## config.mk

```make
export PLATFORM = sky130hd
export DESIGN_NAME = abs_multi_channel_controller
export DESIGN_NICKNAME = d
export VERILOG_FILES = /design/src/rtl/abs_pkg.sv /design/src/rtl/abs_wheel_channel.sv /design/src/rtl/abs_multi_channel_controller.sv
export SDC_FILE = /design/constraint.sdc
export NUM_CORES = 1
export LEC_CHECK = 0
export ABC_CLOCK_PERIOD_IN_PS = 3300
export BUFFER_PORTS_ARGS = -buffer_cell sky130_fd_sc_hd__buf_2
export CAP_MARGIN = 20
export CORE_ASPECT_RATIO = 0.6
export CORE_MARGIN = 8
export CORE_UTILIZATION = 59
export CTS_CLUSTER_DIAMETER = 120
export DETAILED_ROUTE_END_ITERATION = 16
export PLACE_DENSITY = 0.81
export SLEW_MARGIN = 20
export SYNTH_ARGS = -nofsm -noshare
export SYNTH_HDL_FRONTEND = slang
export SYNTH_SLANG_ARGS = --single-unit
```

## constraint.sdc

```tcl
create_clock -name clk -period 3.3 [get_ports clk]
set_input_delay 0.495 -clock clk [delete_from_list [all_inputs] [get_ports clk]]
set_output_delay 0.495 -clock clk [all_outputs]
set_load 0.1 [all_outputs]
```

## src/rtl/abs_pkg.sv

```systemverilog
// Shared types and defaults for the multi-channel ABS controller.
// Per-wheel modulation states plus parameter defaults.
package abs_pkg;

    typedef enum logic [1:0] {
        IDLE,
        APPLY,
        RELEASE,
        HOLD
    } abs_state_t;

    localparam int DEF_N_WHEELS      = 4;
    localparam int DEF_SPEED_W       = 8;
    localparam int DEF_SLIP_MARGIN   = 10;
    localparam int DEF_MIN_ABS_SPEED = 20;
    localparam int DEF_RELEASE_CYC   = 4;
    localparam int DEF_HOLD_CYC      = 2;

    function automatic int max_int(input int a, input int b);
        return (a > b) ? a : b;
    endfunction

endpackage

```

## src/rtl/abs_wheel_channel.sv

```systemverilog
// One wheel's release/hold/re-apply FSM with its step timer.
// Valve outputs are registered from the next-state decode.
module abs_wheel_channel
    import abs_pkg::*;
#(
    parameter int RELEASE_CYC = DEF_RELEASE_CYC,
    parameter int HOLD_CYC    = DEF_HOLD_CYC
) (
    input  logic clk,
    input  logic rst,
    input  logic i_demand,
    input  logic i_slip,
    output logic o_brake,
    output logic o_dump,
    output logic o_active
);

    localparam int TMR_W = $clog2(max_int(RELEASE_CYC, HOLD_CYC) + 1);
    localparam logic [TMR_W-1:0] REL_LOAD = TMR_W'(RELEASE_CYC - 1);
    localparam logic [TMR_W-1:0] HLD_LOAD = TMR_W'(HOLD_CYC - 1);

    abs_state_t       r_state;
    abs_state_t       w_next;
    logic [TMR_W-1:0] r_tmr;
    logic [TMR_W-1:0] w_tmr_next;
    logic             w_brake;
    logic             w_dump;
    logic             w_active;

    always_ff @(posedge clk or negedge rst) begin
        if (!rst) begin
            r_state  <= IDLE;
            r_tmr    <= '0;
            o_brake  <= 1'b0;
            o_dump   <= 1'b0;
            o_active <= 1'b0;
        end else begin
            r_state  <= w_next;
            r_tmr    <= w_tmr_next;
            o_brake  <= w_brake;
            o_dump   <= w_dump;
            o_active <= w_active;
        end
    end

    // Losing demand always wins and clears the timer.
    always_comb begin
        w_next     = r_state;
        w_tmr_next = r_tmr;
        if (!i_demand) begin
            w_next     = IDLE;
            w_tmr_next = '0;
        end else begin
            unique case (r_state)
                IDLE: w_next = APPLY;
                APPLY: begin
                    if (i_slip) begin
                        w_next     = RELEASE;
                        w_tmr_next = REL_LOAD;
                    end
                end
                RELEASE: begin
                    if (r_tmr == '0) begin
                        w_next     = HOLD;
                        w_tmr_next = HLD_LOAD;
                    end else begin
                        w_tmr_next = r_tmr - 1'b1;
                    end
                end
                HOLD: begin
                    if (r_tmr == '0) begin
                        w_next     = i_slip ? RELEASE : APPLY;
                        w_tmr_next = i_slip ? REL_LOAD : '0;
                    end else begin
                        w_tmr_next = r_tmr - 1'b1;
                    end
                end
                default: begin
                    w_next     = IDLE;
                    w_tmr_next = '0;
                end
            endcase
        end
    end

    always_comb begin
        w_brake  = 1'b0;
        w_dump   = 1'b0;
        w_active = 1'b0;
        unique case (w_next)
            APPLY:   w_brake = 1'b1;
            RELEASE: begin
                w_dump   = 1'b1;
                w_active = 1'b1;
            end
            HOLD:    w_active = 1'b1;
            default: ;
        endcase
    end

endmodule

```

## src/rtl/abs_multi_channel_controller.sv

```systemverilog
// Multi-wheel ABS: shared demand and reference speed, slip compare,
// and one independent modulation channel per wheel.
module abs_multi_channel_controller
    import abs_pkg::*;
#(
    parameter int N_WHEELS      = DEF_N_WHEELS,
    parameter int SPEED_W       = DEF_SPEED_W,
    parameter int SLIP_MARGIN   = DEF_SLIP_MARGIN,
    parameter int MIN_ABS_SPEED = DEF_MIN_ABS_SPEED,
    parameter int RELEASE_CYC   = DEF_RELEASE_CYC,
    parameter int HOLD_CYC      = DEF_HOLD_CYC
) (
    input  logic                        clk,
    input  logic                        rst,
    input  logic                        brake_pedal,
    input  logic                        Object_detected,
    input  logic [N_WHEELS*SPEED_W-1:0] wheel_speed,
    output logic [N_WHEELS-1:0]         brake_signal,
    output logic [N_WHEELS-1:0]         dump_valve,
    output logic [N_WHEELS-1:0]         abs_active,
    output logic [SPEED_W-1:0]          ref_speed
);

    localparam logic [SPEED_W:0] MARGIN = (SPEED_W+1)'(SLIP_MARGIN);
    localparam logic [SPEED_W:0] MIN_SP = (SPEED_W+1)'(MIN_ABS_SPEED);

    logic                        w_demand;
    logic [SPEED_W-1:0]          w_max;
    logic [SPEED_W-1:0]          r_ref;
    logic [N_WHEELS*SPEED_W-1:0] r_wheel;
    logic [N_WHEELS-1:0]         w_slip;

    assign w_demand  = brake_pedal | Object_detected;
    assign ref_speed = r_ref;

    always_comb begin
        w_max = '0;
        for (int i = 0; i < N_WHEELS; i++) begin
            if (wheel_speed[i*SPEED_W +: SPEED_W] > w_max)
                w_max = wheel_speed[i*SPEED_W +: SPEED_W];
        end
    end

    // Wheels are registered with the reference so slip compares
    // samples from the same edge.
    always_ff @(posedge clk or negedge rst) begin
        if (!rst) begin
            r_ref   <= '0;
            r_wheel <= '0;
        end else begin
            r_ref   <= w_max;
            r_wheel <= wheel_speed;
        end
    end

    for (genvar g = 0; g < N_WHEELS; g++) begin : g_ch
        logic [SPEED_W:0] w_sum;

        assign w_sum = {1'b0, r_wheel[g*SPEED_W +: SPEED_W]} + MARGIN;
        assign w_slip[g] = ({1'b0, r_ref} >= MIN_SP) &&
                           (w_sum < {1'b0, r_ref});

        abs_wheel_channel #(
            .RELEASE_CYC(RELEASE_CYC),
            .HOLD_CYC   (HOLD_CYC)
        ) u_ch (
            .clk     (clk),
            .rst     (rst),
            .i_demand(w_demand),
            .i_slip  (w_slip[g]),
            .o_brake (brake_signal[g]),
            .o_dump  (dump_valve[g]),
            .o_active(abs_active[g])
        );
    end

endmodule

```

======== After elaboration in Yosys (flattened, before gate mapping) ========
Cells that the tools add are included.
word-level totals
  bits in registers ....................... 72
  latch bits .............................. 0
  RAM bits ................................ 0
  memory bits (read-only) ................. 0
  bits of input ports ..................... 36
  output and inout port bits .............. 20
  memories ................................ 0
cells by class
  add/sub/neg operators ................... 8
  multiply operators ...................... 0
  divide/modulo/power cells ............... 0
  $lt $le $gt $ge ......................... 9
  equal/unequal tests ..................... 32
  shifts and indexed selects .............. 0
  mux-type cells .......................... 64
  bitwise gates (word level) .............. 1
  reductions and logical operators ........ 20
operators with widths
  kind                                                                                  count
  2-bit 2-to-1 mux                                                                      24
  3-bit 2-to-1 mux                                                                      16
  8-bit by 4-bit adder with 9-bit output (second input constant)                        4
  9-bit by 8-bit < comparator with 1-bit output                                         4
  3-bit one-hot mux with 3 select lines                                                 4
  2-bit == test (second input constant)                                                 16
  8-bit 2-to-1 mux                                                                      4
  2-bit one-hot mux with 4 select lines                                                 4
  8-bit greater-than comparator                                                         3
  2-bit by 1-bit == test with 1-bit output (second input constant)                      8
  3-bit logical NOT                                                                     4
  1-bit 2-to-1 mux                                                                      12
  4-bit by 1-bit != test with 1-bit output (second input constant)                      3
  3-bit by 1-bit subtractor with 3-bit output (second input constant)                   4
  3-bit by 2-bit != test with 1-bit output (second input constant)                      3
  8-bit by 5-bit greater-or-equal comparator with 1-bit output (second input constant)  1
  8-bit by 1-bit greater-than comparator with 1-bit output (second input constant)      1
  2-bit logical NOT                                                                     4
  2-bit AND reduction                                                                   4
  2-bit OR reduction                                                                    4
  1-bit logical AND                                                                     4
  4-bit != test (second input constant)                                                 1
  3-bit != test (second input constant)                                                 1
  1-bit bitwise OR                                                                      1

======== Logic depth before layout (Yosys ltp) ========
  depth after elaboration ................. 10
  depth in mapped cells ................... 23
  mapped depth without buffers ............ 21

======== Cells and area by module ========
A second synthesis with hierarchy kept.
second synthesis, totals
  cells, all modules ...................... 452
  area, all modules ....................... 4586.9 sq um
modules (own cells, without submodules)
  module                        times used  cells an instance  area an instance (sq um)  sequential area each (sq um)
  abs_multi_channel_controller  1           300                3005.4                    1001.0
  abs_wheel_channel             4           38                 395.4                     200.2

======== Worst setup path after synthesis ========
Ideal clock, no wire load.
  path type ............................... input to register
  from .................................... input port wheel_speed[3]
  to ...................................... register r_ref[4], in the netlist ref_speed[4]
  setup time .............................. 0.082 ns
  arrival time ............................ 4.616 ns
  slack ................................... -1.398 ns
  stages on the path ...................... 22
  buffers on the path ..................... 3
  path through ............................ inv_1 -> ha_1 -> and4_1 -> buf_6 -> a211o_4 -> o32ai_1 -> nand2b_1 -> ha_1 -> nor2b_1 -> o211ai_1 -> a211oi_1 -> or2_4 -> buf_2 -> or3b_1 -> and2_1 -> ha_1 -> a21oi_1 -> o21ai_1 -> o22ai_1 -> clkbuf_1 -> nor2_1 -> a31oi_1
on the way
  longest elaborated chain between the ends .. 8
RTL lines
  what                                                      line                                text
  start: declaration                                        abs_multi_channel_controller.sv:17  input logic [N_WHEELS*SPEED_W-1:0] wheel_speed,
  8-bit by 1-bit greater-than comparator with 1-bit output  abs_multi_channel_controller.sv:39  if (wheel_speed[i*SPEED_W +: SPEED_W] > w_max)
  8-bit 2-to-1 mux (*)                                      abs_multi_channel_controller.sv:39
  8-bit greater-than comparator                             abs_multi_channel_controller.sv:39
  8-bit 2-to-1 mux (*)                                      abs_multi_channel_controller.sv:39
  8-bit greater-than comparator                             abs_multi_channel_controller.sv:39
  8-bit 2-to-1 mux (*)                                      abs_multi_channel_controller.sv:39
  8-bit greater-than comparator                             abs_multi_channel_controller.sv:39
  8-bit 2-to-1 mux (*)                                      abs_multi_channel_controller.sv:39
  named net w_max[4]                                        abs_multi_channel_controller.sv:28  logic [SPEED_W-1:0] w_max;
  end signal: assignment                                    abs_multi_channel_controller.sv:51  r_ref <= w_max;
  end: declaration                                          abs_multi_channel_controller.sv:29  logic [SPEED_W-1:0] r_ref;
The timed path passes the listed nets; every way through them passes the cells marked *.
A chain may end at the register's enable or synchronous reset.

======== Worst setup path after layout ========
  from .................................... input port wheel_speed[5]
  to ...................................... register r_ref[5], in the netlist ref_speed[5]
Same word-level chain as after synthesis.

==> metrics.yaml <==
synth:
  syn_nets: 541
  synth_cell_types: 47
  ys_ff_latch: 69
  synthArstFlopShare: 1.000
  synthFlopType: "dfrtp_1"
  synth-edff-count: 0
  ys.warnings.count: 0
  avgSynthCellArea_um2: 9.865
  ys_seq_area_frac: 0.3898
  syn-instance-count: 449
  syn-cell-area_um2: 4429
power:
  pwr-share-seq: 0.267
  p_sw_w: 0.002363
  p_int_w: 0.002437
  p_leak_nw: 2.786
  swShare: 0.4923
  p_per_area_nw_per_um2: 815.5
  clkPwrFrac: 0.200
  ir_worst_vdd_mv: 0.5963
  p_comb_frac: 0.533
min_path:
  holdCritPathClass: "input port to async pin"
timing:
  period_share: 1.387
  period_needed_ns: 4.577
  finalClockSkew_ns: 0.007249
  holdWs_ns: 0.1372
  finalSetupViolCount: 8
  fmax_ghz: 0.2185
  relSlewSlack: 0.5437
  rsz0062_at_grt: "yes"
  fin_ws_ns: -1.277
  slew_violations: 0
  finalHoldViolCount: 0
  worst_pin_slew_ns: 0.6787
clock_tree:
  cts_tree: "built"
  cts_inserted_buffers: 9
  htree_num_levels: 3
  clockBufferDepth: 2
  clk_pin_slew_ns: 0.06
  cts_num_sinks: 69
  clockRootBuffer: "clkbuf_16"
  clk_latency_ns: 0.34
finish:
  stdcell_count: 671
  layout_commonest_cell: "dfrtp_1"
  nNetsFinal: 654
  area_growth_pct: 32.91
  fillCellCount: 435
  final_cell_mix: "69 x dfrtp_1, 63 x buf_4, 52 x buf_2"
  drive_above_1_share: 0.3316
  multi_input_area_um2: 2860
  diodes: 0
  regArea_um2: 1727
critical_path:
  worstSetupEndpointType: "flop"
  crit_required_ns: 3.55
  ff2ff_setup_slack_ns: 0.39
  critPathMostFrequentCell: "buf_4"
  slowest_delay_ns: 0.31
  worst-path-max-fanout: 8
  worst-setup-path-type: "input port to flop"
  critPathSlowestCell: "a211oi_4"
  start_kind: "input port"
  arrival_ns: 4.83
die:
  io_pins: 56
  core_area_um2: 7267
  fp.dieW_um: 127.9
  die-height_um: 83.12
  dieArea_um2: 10630
  initial_core_util: 0.6095
  std_cell_rows: 24
grt:
  grt_remaining_overflow: 0
  grt_use_total: 0.2560
  grt_pass1_wl_mm: 21.41
  grt_antenna_before_repair: 0
  grt_max_degree: 30
  grt_pass1_vias: 4171
place:
  dp_hpwl_mm: 9.833
  dp.cells: 640
  globalplace.congestion: 0.9973
  io_buffers: 55
route:
  drt_iter0_drc: 461
  routed_via_density: 6.216
  drcViolationCount: 0
  dr.pass1.iters: 5
  avgRoutedWirePerCell_um: 21.27
  vias: 4171
  antenna_left: 0
  drt_wl_total_mm: 14.27
status:
  violations: "setup timing"
  status: "finished with violations"
run:
  cap_violations: 0
[timing repair]
item | in CTS | in global routing
gates resized for setup | 32 | 23
pin swaps | 18 | 20
setup endpoints to repair | 8 | 8
hold buffers | 0 | 0
setup buffers | 10 | 4
gates cloned | 1 | 0
[cell families after synthesis]
group / Yosys count / share of synthesized area
adder cells (fa/ha/maj): 56 / 0.1582
AND/OR/NAND/NOR: 139 / 0.1653
flip-flops: 69 / 0.3898
XOR/XNOR: 24 / 0.04746
buffers and inverters: 41 / 0.04689
AO/OA/AOI/OAI: 115 / 0.1808
multiplexers: 5 / 0.01158
[layout make-up]
cell class	count	area share
inverter	22	0.01445
tap	104	0.02210
multi-input combinational	340	0.4859
sequential	69	0.2933
timing repair buffer	120	0.1348
clock buffer	9	0.03826
clock inverter	7	0.01126
[flip-flops by register name, indices dropped and copies added (netlist names)]
signal,count
r_wheel,32
g_ch.u_ch.r_tmr,12
ref_speed,8
g_ch.u_ch.r_state,5
g_ch.u_ch.o_active,4
g_ch.u_ch.o_brake,4
g_ch.u_ch.o_dump,4
[layer usage]
layer,vias up,share of wire,GRT usage
met5,-,0,0
met4,0,0.025,0.07618
met1,2052,0.42,0.3327
met3,44,0.087,0.08992
li1,1844,-,-
met2,231,0.47,0.3920
[path summary, 6_finish.rpt]
kind / start / to / depth (start not counted)
setup / recovery: wheel_speed[5] / ref_speed[5] / 26
hold reg to reg: g_ch[2].u_ch.r_tmr[2] / g_ch[2].u_ch.r_tmr[2] / 1
setup reg to reg: r_wheel[17] / g_ch[2].u_ch.o_dump / 9
min in group clk: wheel_speed[24] / r_wheel[24] / 1
max in group asynchronous: rst / r_wheel[6] / 2
hold / removal: rst / g_ch[3].u_ch.r_state[0] / 1
[Yosys cell counts (2+ instances only)]
master      n  share of area
a2111oi_0   4         0.0079
a211oi_1   10          0.017
a21o_1      9          0.015
a21oi_1    28          0.032
a21oi_2     2         0.0040
a221oi_1    4         0.0079
a31oi_1     7         0.0099
and2_1      7         0.0099
and3_1      2         0.0028
and4_1      5         0.0099
buf_4      12          0.020
clkbuf_1    5         0.0042
dfrtp_1    69           0.39
ha_1       56           0.16
inv_1      21          0.018
mux2i_1     4         0.0090
nand2_1    32          0.027
nand2b_1   18          0.025
nand3_1     3         0.0034
nand4_1     6         0.0085
nor2_1     37          0.031
nor2b_1     9          0.013
nor3_1      6         0.0068
nor3b_1     4         0.0068
o2111ai_1   3         0.0059
o211ai_1    5         0.0085
o21a_1      5         0.0085
o21ai_0    16          0.018
o21ai_1     6         0.0068
o31ai_1     2         0.0034
o32ai_1     8          0.016
or3b_1      7          0.014
xnor2_1    16          0.032
xor2_1      8          0.016
[worst max-delay path: cells and delay by family]
kind            cells  cell delay (ns)
fa+ha+maj           3             0.70
simple gates        7             0.94
compound gates      9             1.75
buf+inv             7             0.94
[metrics by stage]
step / power, W / TNS, ns / worst slack (ns) / util / area, µm²
detailed placement: 0.003639 / -12.75 / -1.647 / 0.7073 / 5140
global route: 0.005029 / -11.64 / -1.496 / 0.8101 / 5887
floorplan: 0.003155 / -8.641 / -1.106 / - / 4491
CTS: 0.004660 / -8.375 / -1.082 / 0.7837 / 5695
global placement: 0.003532 / -11.91 / -1.503 / 0.7073 / 5140
finish: 0.004801 / -10.02 / -1.277 / 0.8101 / 5887
[power by group through the flow]
stage / Sequential [W] / Combinational [W] / Clock [W]
floorplan: 0.00155 / 0.00160 / 0
finish: 0.00128 / 0.00256 / 0.000960
detailed placement: 0.00128 / 0.00236 / 0
global placement: 0.00127 / 0.00227 / 0
CTS: 0.00127 / 0.00245 / 0.000944
global route: 0.00131 / 0.00273 / 0.000990
Note: power is estimated with default switching activity, not from simulation.
